File: src/rtl/score_disp_pkg.sv
// Shared types and constants for the score display driver:
// FSM state encoding, active-low gfedcba segment patterns and the shift count.
`default_nettype none

package score_disp_pkg;

  typedef enum logic [1:0] {
    IDLE  = 2'd0,
    LOAD  = 2'd1,
    SHIFT = 2'd2,
    DONE  = 2'd3
  } state_t;

  localparam logic [6:0] SEG_0     = 7'b1000000;
  localparam logic [6:0] SEG_1     = 7'b1111001;
  localparam logic [6:0] SEG_2     = 7'b0100100;
  localparam logic [6:0] SEG_3     = 7'b0110000;
  localparam logic [6:0] SEG_4     = 7'b0011001;
  localparam logic [6:0] SEG_5     = 7'b0010010;
  localparam logic [6:0] SEG_6     = 7'b0000010;
  localparam logic [6:0] SEG_7     = 7'b1111000;
  localparam logic [6:0] SEG_8     = 7'b0000000;
  localparam logic [6:0] SEG_9     = 7'b0010000;
  localparam logic [6:0] SEG_BLANK = 7'b1111111;

  localparam int SHIFT_CYCLES = 16;

endpackage : score_disp_pkg

`default_nettype wire

File: src/rtl/seven_seg_decoder.sv
// Combinational BCD digit to active-low 7-segment pattern {g,f,e,d,c,b,a}.
// Non-decimal codes and an asserted blank both produce a dark digit.
`default_nettype none

module seven_seg_decoder
  import score_disp_pkg::*;
(
  input  logic [3:0] digit,
  input  logic       blank,
  output logic [6:0] seg
);

  always_comb begin
    seg = SEG_BLANK;
    if (!blank) begin
      case (digit)
        4'd0:    seg = SEG_0;
        4'd1:    seg = SEG_1;
        4'd2:    seg = SEG_2;
        4'd3:    seg = SEG_3;
        4'd4:    seg = SEG_4;
        4'd5:    seg = SEG_5;
        4'd6:    seg = SEG_6;
        4'd7:    seg = SEG_7;
        4'd8:    seg = SEG_8;
        4'd9:    seg = SEG_9;
        default: seg = SEG_BLANK;
      endcase
    end
  end

endmodule : seven_seg_decoder

`default_nettype wire

File: src/rtl/score_display_driver.sv
// Sequential double-dabble binary-to-BCD converter driving five registered
// active-low 7-segment displays, restarting whenever the score changes.
`default_nettype none

module score_display_driver
  import score_disp_pkg::*;
#(
  parameter int NUM_DIGITS    = 5,
  parameter int SCORE_W       = 16,
  parameter int BLANK_LEADING = 1
) (
  input  logic                    clk,
  input  logic                    rst_n,
  input  logic [SCORE_W-1:0]      score,
  output logic [4*NUM_DIGITS-1:0] bcd,
  output logic [6:0]              hex0,
  output logic [6:0]              hex1,
  output logic [6:0]              hex2,
  output logic [6:0]              hex3,
  output logic [6:0]              hex4,
  output logic                    busy,
  output logic                    valid
);

  localparam int BCD_W = 4 * NUM_DIGITS;
  localparam int CNT_W = $clog2(SHIFT_CYCLES);
  localparam logic [CNT_W-1:0] LAST_CNT = CNT_W'(SHIFT_CYCLES - 1);
  localparam logic [6:0] UPPER_RST = (BLANK_LEADING != 0) ? SEG_BLANK : SEG_0;

  state_t             state;
  state_t             next_state;
  logic [SCORE_W-1:0] last_score;
  logic [SCORE_W-1:0] shift_reg;
  logic [BCD_W-1:0]   bcd_work;
  logic [BCD_W-1:0]   adj;
  logic [CNT_W-1:0]   bit_cnt;
  logic [BCD_W-1:0]   bcd_r;
  logic               valid_r;
  logic [NUM_DIGITS-1:0] blank;
  logic [6:0]         seg_dec [NUM_DIGITS];
  logic [6:0]         hex_r   [NUM_DIGITS];

  // Per-nibble add-3 correction; carries never cross a digit boundary.
  for (genvar k = 0; k < NUM_DIGITS; k++) begin : g_digit
    assign adj[4*k +: 4] = (bcd_work[4*k +: 4] >= 4'd5) ? (bcd_work[4*k +: 4] + 4'd3)
                                                        : bcd_work[4*k +: 4];
    if (k == 0) begin : g_units
      assign blank[k] = 1'b0;
    end else begin : g_upper
      assign blank[k] = (BLANK_LEADING != 0) && (bcd_work[BCD_W-1:4*k] == '0);
    end

    seven_seg_decoder u_dec (
      .digit (bcd_work[4*k +: 4]),
      .blank (blank[k]),
      .seg   (seg_dec[k])
    );
  end

  always_comb begin
    next_state = state;
    case (state)
      IDLE:    if (score != last_score) next_state = LOAD;
      LOAD:    next_state = SHIFT;
      SHIFT:   if (bit_cnt == LAST_CNT) next_state = DONE;
      DONE:    next_state = IDLE;
      default: next_state = IDLE;
    endcase
  end

  always_ff @(posedge clk or negedge rst_n) begin
    if (!rst_n) begin
      state      <= IDLE;
      last_score <= '0;
      shift_reg  <= '0;
      bcd_work   <= '0;
      bit_cnt    <= '0;
      bcd_r      <= '0;
      valid_r    <= 1'b0;
      for (int k = 0; k < NUM_DIGITS; k++) begin
        hex_r[k] <= (k == 0) ? SEG_0 : UPPER_RST;
      end
    end else begin
      state   <= next_state;
      valid_r <= (state == DONE);
      case (state)
        LOAD: begin
          last_score <= score;
          shift_reg  <= score;
          bcd_work   <= '0;
          bit_cnt    <= '0;
        end
        SHIFT: begin
          {bcd_work, shift_reg} <= {adj, shift_reg} << 1;
          bit_cnt               <= bit_cnt + 1'b1;
        end
        DONE: begin
          bcd_r <= bcd_work;
          for (int k = 0; k < NUM_DIGITS; k++) begin
            hex_r[k] <= seg_dec[k];
          end
        end
        default: ;
      endcase
    end
  end

  assign bcd   = bcd_r;
  assign valid = valid_r;
  assign busy  = (state != IDLE);
  assign hex0  = hex_r[0];
  assign hex1  = hex_r[1];
  assign hex2  = hex_r[2];
  assign hex3  = hex_r[3];
  assign hex4  = hex_r[4];

endmodule : score_display_driver

`default_nettype wire

File: config.mk
export PLATFORM = sky130hd
export DESIGN_NAME = score_display_driver
export DESIGN_NICKNAME = d
export VERILOG_FILES = /design/src/rtl/score_disp_pkg.sv /design/src/rtl/seven_seg_decoder.sv /design/src/rtl/score_display_driver.sv
export SDC_FILE = /design/constraint.sdc
export NUM_CORES = 1
export LEC_CHECK = 0
export CAP_MARGIN = 20
export CELL_PAD_IN_SITES_DETAIL_PLACEMENT = 1
export CELL_PAD_IN_SITES_GLOBAL_PLACEMENT = 1
export CORE_MARGIN = 3
export CORE_UTILIZATION = 45
export DETAILED_ROUTE_END_ITERATION = 8
export PLACE_DENSITY = 0.85
export SYNTH_ARGS = -nofsm -noshare
export SYNTH_HDL_FRONTEND = slang
export SYNTH_HIERARCHICAL = 1
export SYNTH_SLANG_ARGS = --single-unit
File: constraint.sdc
create_clock -name clk -period 2.9 [get_ports clk]
set_input_delay 0.58 -clock clk [delete_from_list [all_inputs] [get_ports clk]]
set_output_delay 0.58 -clock clk [all_outputs]
set_load 0.05 [all_outputs]
==> flow_summary.toml, run 1 <==
[timing]
layout_min_cycle_time_ps = 2660
final-setup-viol-count = 0
setup_ws_ps = 241
final_max_slew_viol_count = 0
rsz0062_at_grt = "false"
fin_crit_sh_pct = 91.7
max_slew_margin_pct = 48.3
fmax_mhz = 376
final-hold-violation-count = 0
whs_ps = 153
clock_skew_ps = 6.99
tightest_slew_ps = 775
finalSetupTns_ps = 0

[floorplan]
num_rows = 42
die_y_um = 125
start_util_pct = 47.0
core-area_um2 = 13500
pin_count = 75
die-area_um2 = 15600
die_x_um = 125

[yosys]
synth-simple-area-share_pct = 11.4
syn_inst = 586
ys_async_sr_fraction_pct = 100
synth_cell_types = 37
yosys.area.top_type = "dfrtp_1"
synthMuxAreaShare_pct = 15.3
synth_top_family_by_area = "multiplexers"
synth_edf_count = 0
synthAdderAreaFrac_pct = 8.47
syn_area_per_cell_um2 = 10.8
synth-main-ff-cell = "dfrtp_1"
ys_ff_latch = 114
syn_area_um2 = 6350
yosys-top-cells-area = "dfrtp_1 33%, mux2_2 13%, dfstp_2 12%"
yosysTopAreaCellShare_pct = 33.5
synth_most_common_cell = "dfrtp_1"
synth_compound_area_share_pct = 10.7
seq_area_frac_synth_pct = 45.5
synth_common_cells = "85 x dfrtp_1, 73 x mux2_2, 55 x a21oi_1, 43 x ha_1, 43 x o21ai_0"
ys_warn_count = 6
yosys.area_share.xor_xnor_pct = 3.86

[clocking]
cts_tree = "built"
htree_levels = 4
clock_latency_ps = 410
cts.path.max_buffers = 2
clk_pin_slew_ps = 50
cts-buffers-inserted = 17
hold_buffers = 0
cts_resized = 0
post-cts-setup-buffers = 0
cts_root_buf = "clkbuf_16"
clkSinkCount = 114

[global_route]
grt_pass1_vias = 5118
grt_use_met1_pct = 22.6
busiest_layer = "met2"
antenna_found_initial = 0
grt_pass1_wl_mm = 24.8
grt_overflow_total = 0
grt_use_met3_pct = 4.20
grt_use_total_pct = 19.3
met2_usage_pct = 34.7
grt_max_degree = 52

[cells_and_area]
n_antenna_cell = 0
design_area_um2 = 7910
fin_cells = 862
final_nets = 734
final_util_pct = 58.6
regArea_um2 = 2890
n_fill_cell = 1435
multi_input_area_um2 = 3190
layout-drive-gt1-share_pct = 24.1
syn2layout_area_growth_pct = 24.6

[route]
post_drt_wl_per_cell_um = 17.0
vias_per_cell = 5.39
dr.pass1.iters = 4
drc = 0
vias = 4645
detail-route-antenna-nets = 0
drtIter0Drc = 197
routed_wl_mm = 14.7

[setup_path]
start_kind = "register"
criticalPathCategory = "reg -> reg"
startpoint = "bcd_work[16]$_DFFE_PN0P_"
critical_path.max_fanout = 8
reg2reg_from = "bcd_work[16]$_DFFE_PN0P_"
worstPathRequired_ps = 3240
cp.arrival_ps = 3000
cp-end-kind = "register"

[pwr]
p_total_mw = 7.72
power_density_nw_per_um2 = 976
vdd.ir_drop.worst_v = 0.000475
p_leak_nw = 3.24

[worst_hold_path]
holdCritPathClass = "in -> async"

[run]
cap_violations = 0

[placed_design]
post-place-ws_ps = 289
place_inst = 830
dpl_cell_area_um2 = 7300
gp_congestion = 0.803
hpwl_mm = 9.84
port-buffer-count = 74

[run_status]
outcome = "finished, final reports clean"
[worst paths after layout]
check,endpoint,slack [ps],cells past startpoint
setup / recovery,hex1[6]$_DFFE_PN1P_,240,9
hold reg to reg,hex0[2]$_DFFE_PN0P_,500,1
setup reg to reg,hex1[6]$_DFFE_PN1P_,240,9
hold / removal,last_score[15]$_DFFE_PN0N_,150,1
max in group asynchronous,hex0[6]$_DFFE_PN1P_,1960,2
min in group clk,hex0[2]$_DFFE_PN0P_,500,1
[layout by cell type, fill, tap and decap left out, types with 4 or more instances in the layout]
master            n
and3_1            6
o22ai_1          17
bufinv_16         4
nor3b_2           6
xnor2_1          19
nor2b_1           5
o21bai_1          5
nor3_1           11
nor2_1           33
ha_1             41
mux2_2           73
xor2_1            9
nor3_2            5
buf_4            12
dfstp_2          29
nand3_1           8
mux2i_1          15
clkdlybuf4s50_1  73
dfrtp_1          85
inv_1            42
nand2b_4          5
conb_1            7
a21oi_1          55
o21ai_0          43
nand2_1          13
clkinv_2          5
clkbuf_16        17
nand2b_1         20
[layout make-up]
cell class	count	area share (%)
inverter	43	2.04
sequential	114	36.5
clock inverter	11	2.02
clock buffer	21	5.69
tap	176	2.78
multi-input combinational	411	40.3
timing repair buffer	86	10.6
[cells by family after synthesis]
group                    after synthesis
buffers and inverters                 67
AND/OR/NAND/NOR                      120
multiplexers                          88
AO/OA/AOI/OAI                        125
flip-flops                           114
adder cells (fa/ha/maj)               43
XOR/XNOR                              28
other                                  1
[layer usage]
metal / wire, um / part of all wire (%) / up-vias
met2: 7690 / 52 / 90
met5: 0 / 0 / -
met4: 264 / 1.8 / 0
li1: - / - / 2207
met3: 468 / 3.2 / 24
met1: 6240 / 43 / 2324
[critical path: stages (launching register included)]
cell	delay, ps
dfrtp_1	470
inv_1	130
ha_1	260
and3_1	310
and4_1	280
and4_1	220
and4_1	290
nor2_1	250
a21oi_1	110
mux2_2	270
[report_power, final]
group,switching [mW],internal (mW),total [mW],leakage (nW)
combinational,1.87,1.27,3.15,1.56
sequential,0.338,2.08,2.42,1.38
clock,0.708,1.45,2.16,0.297
Power figures use the tool's default switching activity.
==> run 2: changes to the inputs <==
--- a/config.mk
+++ b/config.mk
@@ -6,10 +6,8 @@
 export NUM_CORES = 1
 export LEC_CHECK = 0
 export CAP_MARGIN = 20
-export CELL_PAD_IN_SITES_DETAIL_PLACEMENT = 1
-export CELL_PAD_IN_SITES_GLOBAL_PLACEMENT = 1
 export CORE_MARGIN = 3
-export CORE_UTILIZATION = 45
+export CORE_UTILIZATION = 57
 export DETAILED_ROUTE_END_ITERATION = 8
 export PLACE_DENSITY = 0.85
 export SYNTH_ARGS = -nofsm -noshare
==> run 2 against run 1 <==
Compared with the run above: non-clock buffer count down 4; first-iteration DRC count up 19%; combinational power down 2%; worst hold slack worse by 95 ps; fmax down 2.6%; clock power up 4%; critical endpoint is now busy; largest cell class unchanged; highest routed layer unchanged.
==> flow_summary.toml, run 2 (synthesis results as in run 1) <==
[run_status]
outcome = "finished, final reports clean"

[global_route]
antenna_found_initial = 0
grt_use_total_pct = 21.8
grt_pass1_vias = 4791
grt_max_degree = 70
grt_pass1_wl_mm = 22.4
grt_overflow_total = 0

[timing]
fin_crit_sh_pct = 94.2
tightest_slew_ps = 728
layout_min_cycle_time_ps = 2730
rsz0062_at_grt = "false"
final-hold-violation-count = 0
final_max_slew_viol_count = 0
clock_skew_ps = 5.00
max_slew_margin_pct = 51.5
final-setup-viol-count = 0
finalSetupTns_ps = 0
fmax_mhz = 366

[clocking]
hold_buffers = 0
clk_pin_slew_ps = 60
cts.path.max_buffers = 2
post-cts-setup-buffers = 0
clkSinkCount = 114
htree_levels = 4
cts_resized = 0
cts_tree = "built"
cts-buffers-inserted = 17
cts_root_buf = "clkbuf_8"
clock_latency_ps = 530

[setup_path]
cp-end-kind = "output port"
start_kind = "register"
path_cells = "inv_1 -> ha_1 -> inv_1 -> clkdlybuf4s50_1"
criticalPathCategory = "reg -> out"
critPathMaxStageDelay_ps = 800
critical_path.max_fanout = 5
rr_worst_depth = 9
worstPathRequired_ps = 2320
regToRegSetupSlack_ps = 180
cp.arrival_ps = 2150
reg2reg_from = "bcd_work[16]$_DFFE_PN0P_"
cpMostUsedCell = "inv_1"
cp_slowest_cell = "clkdlybuf4s50_1"
r2r-end = "hex1[5]$_DFFE_PN1P_"

[cells_and_area]
final_common_cell = "dfrtp_1"
n_antenna_cell = 0
multi_input_area_um2 = 3200
syn2layout_area_growth_pct = 24.1
regArea_um2 = 2890
n_fill_cell = 692
final_cell_mix = "85 x dfrtp_1, 73 x mux2_2, 73 x clkdlybuf4s50_1"
final_nets = 730
layout-drive-gt1-share_pct = 24.5

[floorplan]
core-area_um2 = 10600
num_rows = 37
pin_count = 75
start_util_pct = 60.2
die_x_um = 112
die-area_um2 = 12400
die_y_um = 112

[pwr]
p_int_mw = 4.85
p_sw_share_pct = 37.5
p_total_mw = 7.75
clkPwrFrac_pct = 29.1
power_density_nw_per_um2 = 984
p_comb_share_pct = 39.9
p_leak_nw = 3.23
seqPwrFrac_pct = 31.0
power_switching_mw = 2.90
vdd.ir_drop.worst_v = 0.000661

[route]
post_drt_wl_per_cell_um = 16.1
routed_wl_mm = 13.2
drtIter0Drc = 234
vias_per_cell = 5.62
drc = 0
dr.pass1.iters = 4
detail-route-antenna-nets = 0
vias = 4600

[placed_design]
hpwl_mm = 8.62
gp_congestion = 0.842
port-buffer-count = 74

[worst_hold_path]
holdCritPathClass = "in -> async"

[run]
cap_violations = 0
[run 2: cell count changes in the layout (fill, tap and decap cells not counted), sizes merged]
cell,previous run,this run
clkinv,5,4
clkbuf,21,18
buf,13,9
clkinvlp,2,5
bufinv,4,5
[run 2: stage by stage]
stage | util (%) | std cells | cell area [um^2] | setup WS [ps] | hold slack [ps]
floorplan | - | 592 | 6370 | 396 | 284
global placement | 68.5 | 786 | 7230 | 313 | 489
detailed placement | 68.5 | 786 | 7230 | 165 | 496
CTS | 74.6 | 818 | 7870 | 86.2 | 72.6
global route | 74.6 | 818 | 7880 | 24.2 | 93.8
finish | 74.6 | 818 | 7880 | 170 | 57.5
[run 2: final cells by class]
cell class | instances | share of cell area [%]
timing repair buffer | 82 | 10.4
inverter | 43 | 2.05
tap | 136 | 2.16
clock buffer | 18 | 5.43
sequential | 114 | 36.7
clock inverter | 14 | 2.68
multi-input combinational | 411 | 40.6
[run 2: worst max-delay path by stage]
stage	start	endpoint	slack, ps	depth (start not counted)
2_1_floorplan	bcd_work[17]$_DFFE_PN0P_	hex1[5]$_DFFE_PN1P_	400	9
3_3_place_gp	bcd_work[16]$_DFFE_PN0P_	hex1[5]$_DFFE_PN1P_	310	9
3_5_place_dp	bcd_work[16]$_DFFE_PN0P_	hex1[5]$_DFFE_PN1P_	170	9
4_1_cts	bcd_work[16]$_DFFE_PN0P_	hex1[0]$_DFFE_PN1P_	90	9
5_1_grt	bcd_work[16]$_DFFE_PN0P_	hex1[5]$_DFFE_PN1P_	20	9
6_report	state[0]$_DFFE_PN0P_	busy	170	4
[run 2: power groups by stage]
stage,registers [mW],logic (mW),clock network (mW)
2_1_floorplan,2.87,1.80,0
3_3_place_gp,2.40,2.96,0
3_5_place_dp,2.42,3.06,0
4_1_cts,2.41,3.11,2.27
5_1_grt,2.47,3.34,2.36
6_report,2.40,3.10,2.25
[run 2: critical path: cells and delay by family (launching register included)]
family | cells | cell delay [ps]
DFF | 1 | 420
buffers and inverters | 3 | 980
adders and majority gates | 1 | 230
[run 2: routing by layer]
| metal | share of wire, % | vias to the layer above | GRT usage, % |
|---|---|---|---|
| met1 | 43 | 2281 | 26.0 |
| li1 | - | 2200 | - |
| met3 | 3.5 | 21 | 5.11 |
| met4 | 1.7 | 0 | 8.76 |
| met2 | 52 | 98 | 38.1 |
| met5 | 0 | - | 0 |
